**config.mk**
```make
export PLATFORM = sky130hd
export DESIGN_NAME = sw_debounce_evt
export DESIGN_NICKNAME = d
export VERILOG_FILES = /design/src/rtl/sw_debounce_evt.sv
export SDC_FILE = /design/constraint.sdc
export NUM_CORES = 1
export LEC_CHECK = 0
export ABC_AREA = 1
export BUFFER_PORTS_ARGS = -buffer_cell sky130_fd_sc_hd__buf_2
export CAP_MARGIN = 30
export CORE_MARGIN = 2
export CORE_UTILIZATION = 38
export CTS_CLUSTER_DIAMETER = 200
export DETAILED_ROUTE_END_ITERATION = 8
export PLACE_DENSITY = 0.52
export SYNTH_ARGS = -nofsm -noshare
export SYNTH_HDL_FRONTEND = slang
export SYNTH_SLANG_ARGS = --single-unit
```
**constraint.sdc**
```tcl
create_clock -name clk_125 -period 1.66 [get_ports clk_125]
set_input_delay 0.166 -clock clk_125 [delete_from_list [all_inputs] [get_ports clk_125]]
set_output_delay 0.166 -clock clk_125 [all_outputs]
set_load 0.03 [all_outputs]
```
**src/rtl/sw_debounce_evt.sv**
```systemverilog
// -----------------------------------------------------------------------------
// sw_debounce_evt
//   Conditions raw board switch/button pins for the control logic. Each pin is
//   synchronised into clk_125, debounced by a per-channel counter FSM, and
//   reported three ways: a clean level, one-cycle rise/fall pulses, and a
//   valid/ready event stream carrying the channel index and its new level.
//
// Ports
//   clk_125    in   1      rising-edge clock for all logic
//   rst_n      in   1      asynchronous assert, active-low reset
//   sw_raw     in   N_IN   raw asynchronous pin levels
//   sw_clean   out  N_IN   debounced level per channel
//   sw_rise    out  N_IN   one-cycle pulse on accepted 0->1 transition
//   sw_fall    out  N_IN   one-cycle pulse on accepted 1->0 transition
//   evt_valid  out  1      at least one event pending
//   evt_ready  in   1      consumer takes the presented event this cycle
//   evt_idx    out  IDX_W  lowest pending channel index
//   evt_level  out  1      new debounced level of that channel
//   evt_ovf    out  1      sticky: an event overwrote a still-pending one
//   ovf_clr    in   1      synchronous clear of evt_ovf (a new overflow wins)
// -----------------------------------------------------------------------------
module sw_debounce_evt #(
    parameter int N_IN            = 2,
    parameter int SYNC_STAGES     = 3,
    parameter int DEBOUNCE_CYCLES = 1250000,
    localparam int CNT_W          = $clog2(DEBOUNCE_CYCLES),
    localparam int IDX_W          = (N_IN > 1) ? $clog2(N_IN) : 1
) (
    input  logic             clk_125,
    input  logic             rst_n,
    input  logic [N_IN-1:0]  sw_raw,
    output logic [N_IN-1:0]  sw_clean,
    output logic [N_IN-1:0]  sw_rise,
    output logic [N_IN-1:0]  sw_fall,
    output logic             evt_valid,
    input  logic             evt_ready,
    output logic [IDX_W-1:0] evt_idx,
    output logic             evt_level,
    output logic             evt_ovf,
    input  logic             ovf_clr
);

    typedef enum logic [1:0] {
        ST_LO   = 2'd0,
        WAIT_HI = 2'd1,
        ST_HI   = 2'd2,
        WAIT_LO = 2'd3
    } st_e;

    localparam logic [CNT_W-1:0] CNT_LAST = CNT_W'(DEBOUNCE_CYCLES - 1);

    // Accepted transitions, valid in the cycle before they are registered.
    logic [N_IN-1:0] acc_evt;
    logic [N_IN-1:0] acc_lvl;

    genvar gi;
    generate
        for (gi = 0; gi < N_IN; gi++) begin : g_ch
            logic [SYNC_STAGES-1:0] sync_q, sync_d;
            st_e                    state_q, state_d;
            logic [CNT_W-1:0]       cnt_q, cnt_d;
            logic                   clean_q, clean_d;
            logic                   rise_q, rise_d;
            logic                   fall_q, fall_d;
            logic                   s;

            assign sync_d = {sync_q[SYNC_STAGES-2:0], sw_raw[gi]};
            assign s      = sync_q[SYNC_STAGES-1];

            always_comb begin
                state_d = state_q;
                cnt_d   = cnt_q;
                clean_d = clean_q;
                rise_d  = 1'b0;
                fall_d  = 1'b0;
                case (state_q)
                    ST_LO: begin
                        if (s) begin
                            state_d = WAIT_HI;
                            cnt_d   = '0;
                        end
                    end
                    WAIT_HI: begin
                        if (!s) begin
                            state_d = ST_LO;              // bounce rejected
                        end else if (cnt_q == CNT_LAST) begin
                            state_d = ST_HI;
                            clean_d = 1'b1;
                            rise_d  = 1'b1;
                        end else begin
                            cnt_d = cnt_q + CNT_W'(1);
                        end
                    end
                    ST_HI: begin
                        if (!s) begin
                            state_d = WAIT_LO;
                            cnt_d   = '0;
                        end
                    end
                    WAIT_LO: begin
                        if (s) begin
                            state_d = ST_HI;              // bounce rejected
                        end else if (cnt_q == CNT_LAST) begin
                            state_d = ST_LO;
                            clean_d = 1'b0;
                            fall_d  = 1'b1;
                        end else begin
                            cnt_d = cnt_q + CNT_W'(1);
                        end
                    end
                    default: state_d = ST_LO;
                endcase
            end

            always_ff @(posedge clk_125 or negedge rst_n) begin
                if (!rst_n) begin
                    sync_q  <= '0;
                    state_q <= ST_LO;
                    cnt_q   <= '0;
                    clean_q <= 1'b0;
                    rise_q  <= 1'b0;
                    fall_q  <= 1'b0;
                end else begin
                    sync_q  <= sync_d;
                    state_q <= state_d;
                    cnt_q   <= cnt_d;
                    clean_q <= clean_d;
                    rise_q  <= rise_d;
                    fall_q  <= fall_d;
                end
            end

            assign sw_clean[gi] = clean_q;
            assign sw_rise[gi]  = rise_q;
            assign sw_fall[gi]  = fall_q;
            assign acc_evt[gi]  = rise_d | fall_d;
            assign acc_lvl[gi]  = rise_d;
        end
    endgenerate

    // ---------------------------------------------------------------- events
    logic [N_IN-1:0] pend_q, pend_d;
    logic [N_IN-1:0] lvl_q, lvl_d;
    logic            ovf_q, ovf_d;
    logic            pop;

    // Presented event: lowest pending index, scanned high to low so the
    // last hit wins. Outputs idle at zero when nothing is pending.
    always_comb begin
        evt_idx   = '0;
        evt_level = 1'b0;
        for (int i = N_IN - 1; i >= 0; i--) begin
            if (pend_q[i]) begin
                evt_idx   = IDX_W'(i);
                evt_level = lvl_q[i];
            end
        end
    end

    assign evt_valid = |pend_q;
    assign evt_ovf   = ovf_q;
    assign pop       = evt_valid & evt_ready;

    always_comb begin
        pend_d = pend_q;
        lvl_d  = lvl_q;
        ovf_d  = ovf_q & ~ovf_clr;
        for (int i = 0; i < N_IN; i++) begin
            logic pop_i;
            pop_i = pop && (evt_idx == IDX_W'(i));
            if (pop_i) begin
                pend_d[i] = 1'b0;
            end
            // A new transition re-arms the slot; it only counts as a loss
            // if the old event is still sitting there after this edge.
            if (acc_evt[i]) begin
                if (pend_q[i] && !pop_i) begin
                    ovf_d = 1'b1;
                end
                pend_d[i] = 1'b1;
                lvl_d[i]  = acc_lvl[i];
            end
        end
    end

    always_ff @(posedge clk_125 or negedge rst_n) begin
        if (!rst_n) begin
            pend_q <= '0;
            lvl_q  <= '0;
            ovf_q  <= 1'b0;
        end else begin
            pend_q <= pend_d;
            lvl_q  <= lvl_d;
            ovf_q  <= ovf_d;
        end
    end

endmodule

```
==> results.json <==
{
  "slowest_stage": "dfrtp_1",
  "hold_depth": 4,
  "synth_compound_area_share_pct": 7.09,
  "cts_buffers": 9,
  "wl_met3_um": 247,
  "synthAdderAreaFrac_pct": 0.672,
  "synth.area.mux_share_pct": 0,
  "area_growth_pct": 16.1,
  "synth_top_family_by_area": "simple AND/OR/NAND/NOR gates",
  "path_delay_family": "simple AND/OR/NAND/NOR gates",
  "floorplan.initialDensity_pct": 38.6,
  "timing.final.crit_share_pct": 93.5,
  "first_global_vias": 3336,
  "cellPowerDensity_nw_per_um2": 737,
  "grt_antenna_before_repair": 0,
  "peakVddDrop_v": 0.000531,
  "drtIter0Drc": 133,
  "numPortBuffers": 15,
  "cts_root_buf": "clkbuf_8",
  "netlist-cell-type-count": 29,
  "grt_usage_pct": 18.5,
  "crit_cells": 7,
  "dr.pass1.iters": 4,
  "regArea_um2": 1580,
  "final-max-slew-violation-count": 0,
  "startpoint_type": "flop",
  "wl_per_cell_um": 12.3,
  "path_buf_inv": 1,
  "gp_congestion": 0.896,
  "multi_input_area_um2": 1830,
  "clock.fmax_mhz": 644,
  "synthXorXnorAreaFrac_pct": 2.59,
  "yosys_warnings": 0,
  "ys_seq_area_share_pct": 42.4,
  "cts_setup_buffers": 0,
  "cp_cell_sequence": "ha_1 -> nand3_2 -> nor2_2 -> nand3_2 -> buf_4 -> nor3_2 -> o21ai_0",
  "critPathCaptureType": "flop",
  "finalPower_mw": 3.19,
  "period_minus_slack_ps": 1550,
  "critPathMaxFanout": 6,
  "setup_viol": 0,
  "die_area_um2": 10600,
  "ant_nets": 0,
  "antenna_cells": 0,
  "crit_type": "flop to flop",
  "finClkSkew_ps": 9.57,
  "cp.arrival_ps": 1770,
  "clock-sinks": 63,
  "grt_max_degree": 26,
  "dpl.hpwl_um": 6520,
  "yosys.area_share.simple_pct": 38.5,
  "fin_hold_ws_ps": 113,
  "fp.dieH_um": 103,
  "p_leak_nw": 1.94,
  "min_from": "ovf_clr",
  "nets": 568,
  "clk_path_buf_depth": 2,
  "num_vias": 3325,
  "reg2reg_depth": 7,
  "rsz0062_at_grt": "yes",
  "fill_cells": 1037,
  "cts_tree": "done",
  "grt_overflow": 0,
  "path_common_cell": "nand3_2",
  "rows": 36,
  "core_area_um2": 9640,
  "num_io_pins": 16,
  "drive_gt1_share_pct": 15.2,
  "synth.cell_area_um2": 3720,
  "wl_met2_um": 4350,
  "vias_per_cell": 4.76,
  "startpoint": "g_ch[0].cnt_q[1]",
  "grt_pass1_wl_um": 15200,
  "highest_layer": "met4",
  "tightest_slew_ps": 436,
  "hold_viol_final": 0,
  "drt-total-wl_um": 8610,
  "required_ps": 1880,
  "clock_tree.htree_level_count": 3,
  "synthCells": 523,
  "status": "finished, final reports clean",
  "synth_seq_cells": 63,
  "hp-class": "input pin to flop",
  "reg2reg_from": "g_ch[0].cnt_q[1]",
  "met1Wirelength_um": 3800,
  "syn_avg_cell_area_um2": 7.12,
  "critical_path.max_stage_delay_ps": 400,
  "relSlewSlack_pct": 71.0,
  "drc": 0,
  "die_w_um": 103,
  "path_clk_slew_ps": 80,
  "syn_nets": 531,
  "cap_violations": 0,
  "clock_latency_ps": 340
}
[tightest hold or removal path, cell delays in order]
cell	delay [ps]
buf_2	70
inv_1	30
nand2_1	50
nand3_1	80
[layout make-up]
type	instances	share of cell area, %
Multi-Input combinational cell	392	42.4
Clock buffer	9	2.87
Sequential cell	63	36.5
Timing Repair Buffer	44	8.19
Tap cell	133	3.85
Inverter	50	4.34
Clock inverter	7	1.85
[power by group]
group / switching [mW] / total (mW) / leakage, nW / internal, mW
sequential: 0.0262 / 1.59 / 0.856 / 1.56
clock: 0.684 / 1.40 / 0.0968 / 0.711
combinational: 0.129 / 0.204 / 0.983 / 0.0744
total: 0.840 / 3.19 / 1.94 / 2.35
[sequential cells by signal, summed over array words and instances (netlist names), named ones only]
name	count
g_ch.rise_q	2
g_ch.cnt_q	42
pend_q	2
g_ch.sync_q	6
g_ch.clean_q	2
g_ch.fall_q	2
g_ch.state_q	2
evt_ovf	1
lvl_q	2
[layout by cell type, fill, tap and decap left out, types with 6 or more instances in the layout]
master    synthesis  routed
nor2_2            1       6
inv_1            47      46
xor2_1            9       9
buf_2             2      15
o21bai_1          6       6
nand3_1          41      41
o21ai_0          29      28
nand4_1          16      16
nand2_1         180     180
nor2_1           77      72
buf_4            10      21
dfrtp_1          63      62
clkbuf_8          0       9
[metrics by stage]
step                setup TNS (ps)  setup slack [ps]  util, %  std cells  area (µm²)
floorplan                        0              71.7        -        523        3720
global placement                 0              25.1     42.2        679        4070
detailed placement               0              16.7     42.2        679        4070
CTS                              0             0.245     44.6        698        4300
global route                 -5.17             -5.17     44.8        698        4320
finish                           0               108     44.8        698        4320
[metal layers]
layer | vias to the layer above | global-route usage, %
met5 | - | 0
met4 | 0 | 7.49
met3 | 19 | 3.25
met2 | 47 | 32.8
met1 | 1531 | 22.3
li1 | 1728 | -
[worst paths after layout]
path	to	slack, ps
setup / recovery	lvl_q[0]	110
max in group asynchronous	evt_ovf	880
hold / removal	evt_ovf	110
setup reg to reg	lvl_q[0]	110
min in group asynchronous	g_ch[0].cnt_q[9]	290
hold reg to reg	g_ch[0].sync_q[2]	360
[Yosys cell counts]
master	count	area share [%]
a21oi_1	2	0.27
and2_1	4	0.67
buf_1	2	0.20
buf_2	2	0.27
buf_4	10	2.0
buf_6	3	0.91
buf_8	1	0.40
dfrtp_1	63	42
ha_1	2	0.67
inv_1	47	4.7
inv_2	3	0.30
nand2_1	180	18
nand2_2	1	0.17
nand2_8	1	0.54
nand3_1	41	5.5
nand3_2	2	0.54
nand3_4	1	0.47
nand3b_1	2	0.40
nand4_1	16	2.7
nor2_1	77	7.8
nor2_2	1	0.17
nor3_2	2	0.54
o21ai_0	29	3.9
o21ai_1	4	0.54
o21ai_2	5	1.2
o21bai_1	6	1.2
or2_2	5	0.84
xnor2_1	2	0.47
xor2_1	9	2.1
[what timing repair did]
item | CTS | global route
endpoints found under the setup margin | 0 | 23
resized for setup | 0 | 10
hold buffers | 3 | 0
endpoints found under the hold margin | 16 | 0
[logic make-up after synthesis]
| group | after synthesis |
|---|---|
| buf+inv | 68 |
| xor+xnor | 11 |
| flops | 63 |
| fa+ha+maj | 2 |
| compound gates | 46 |
| simple gates | 333 |
No activity file was read; power rests on OpenSTA's default activity.
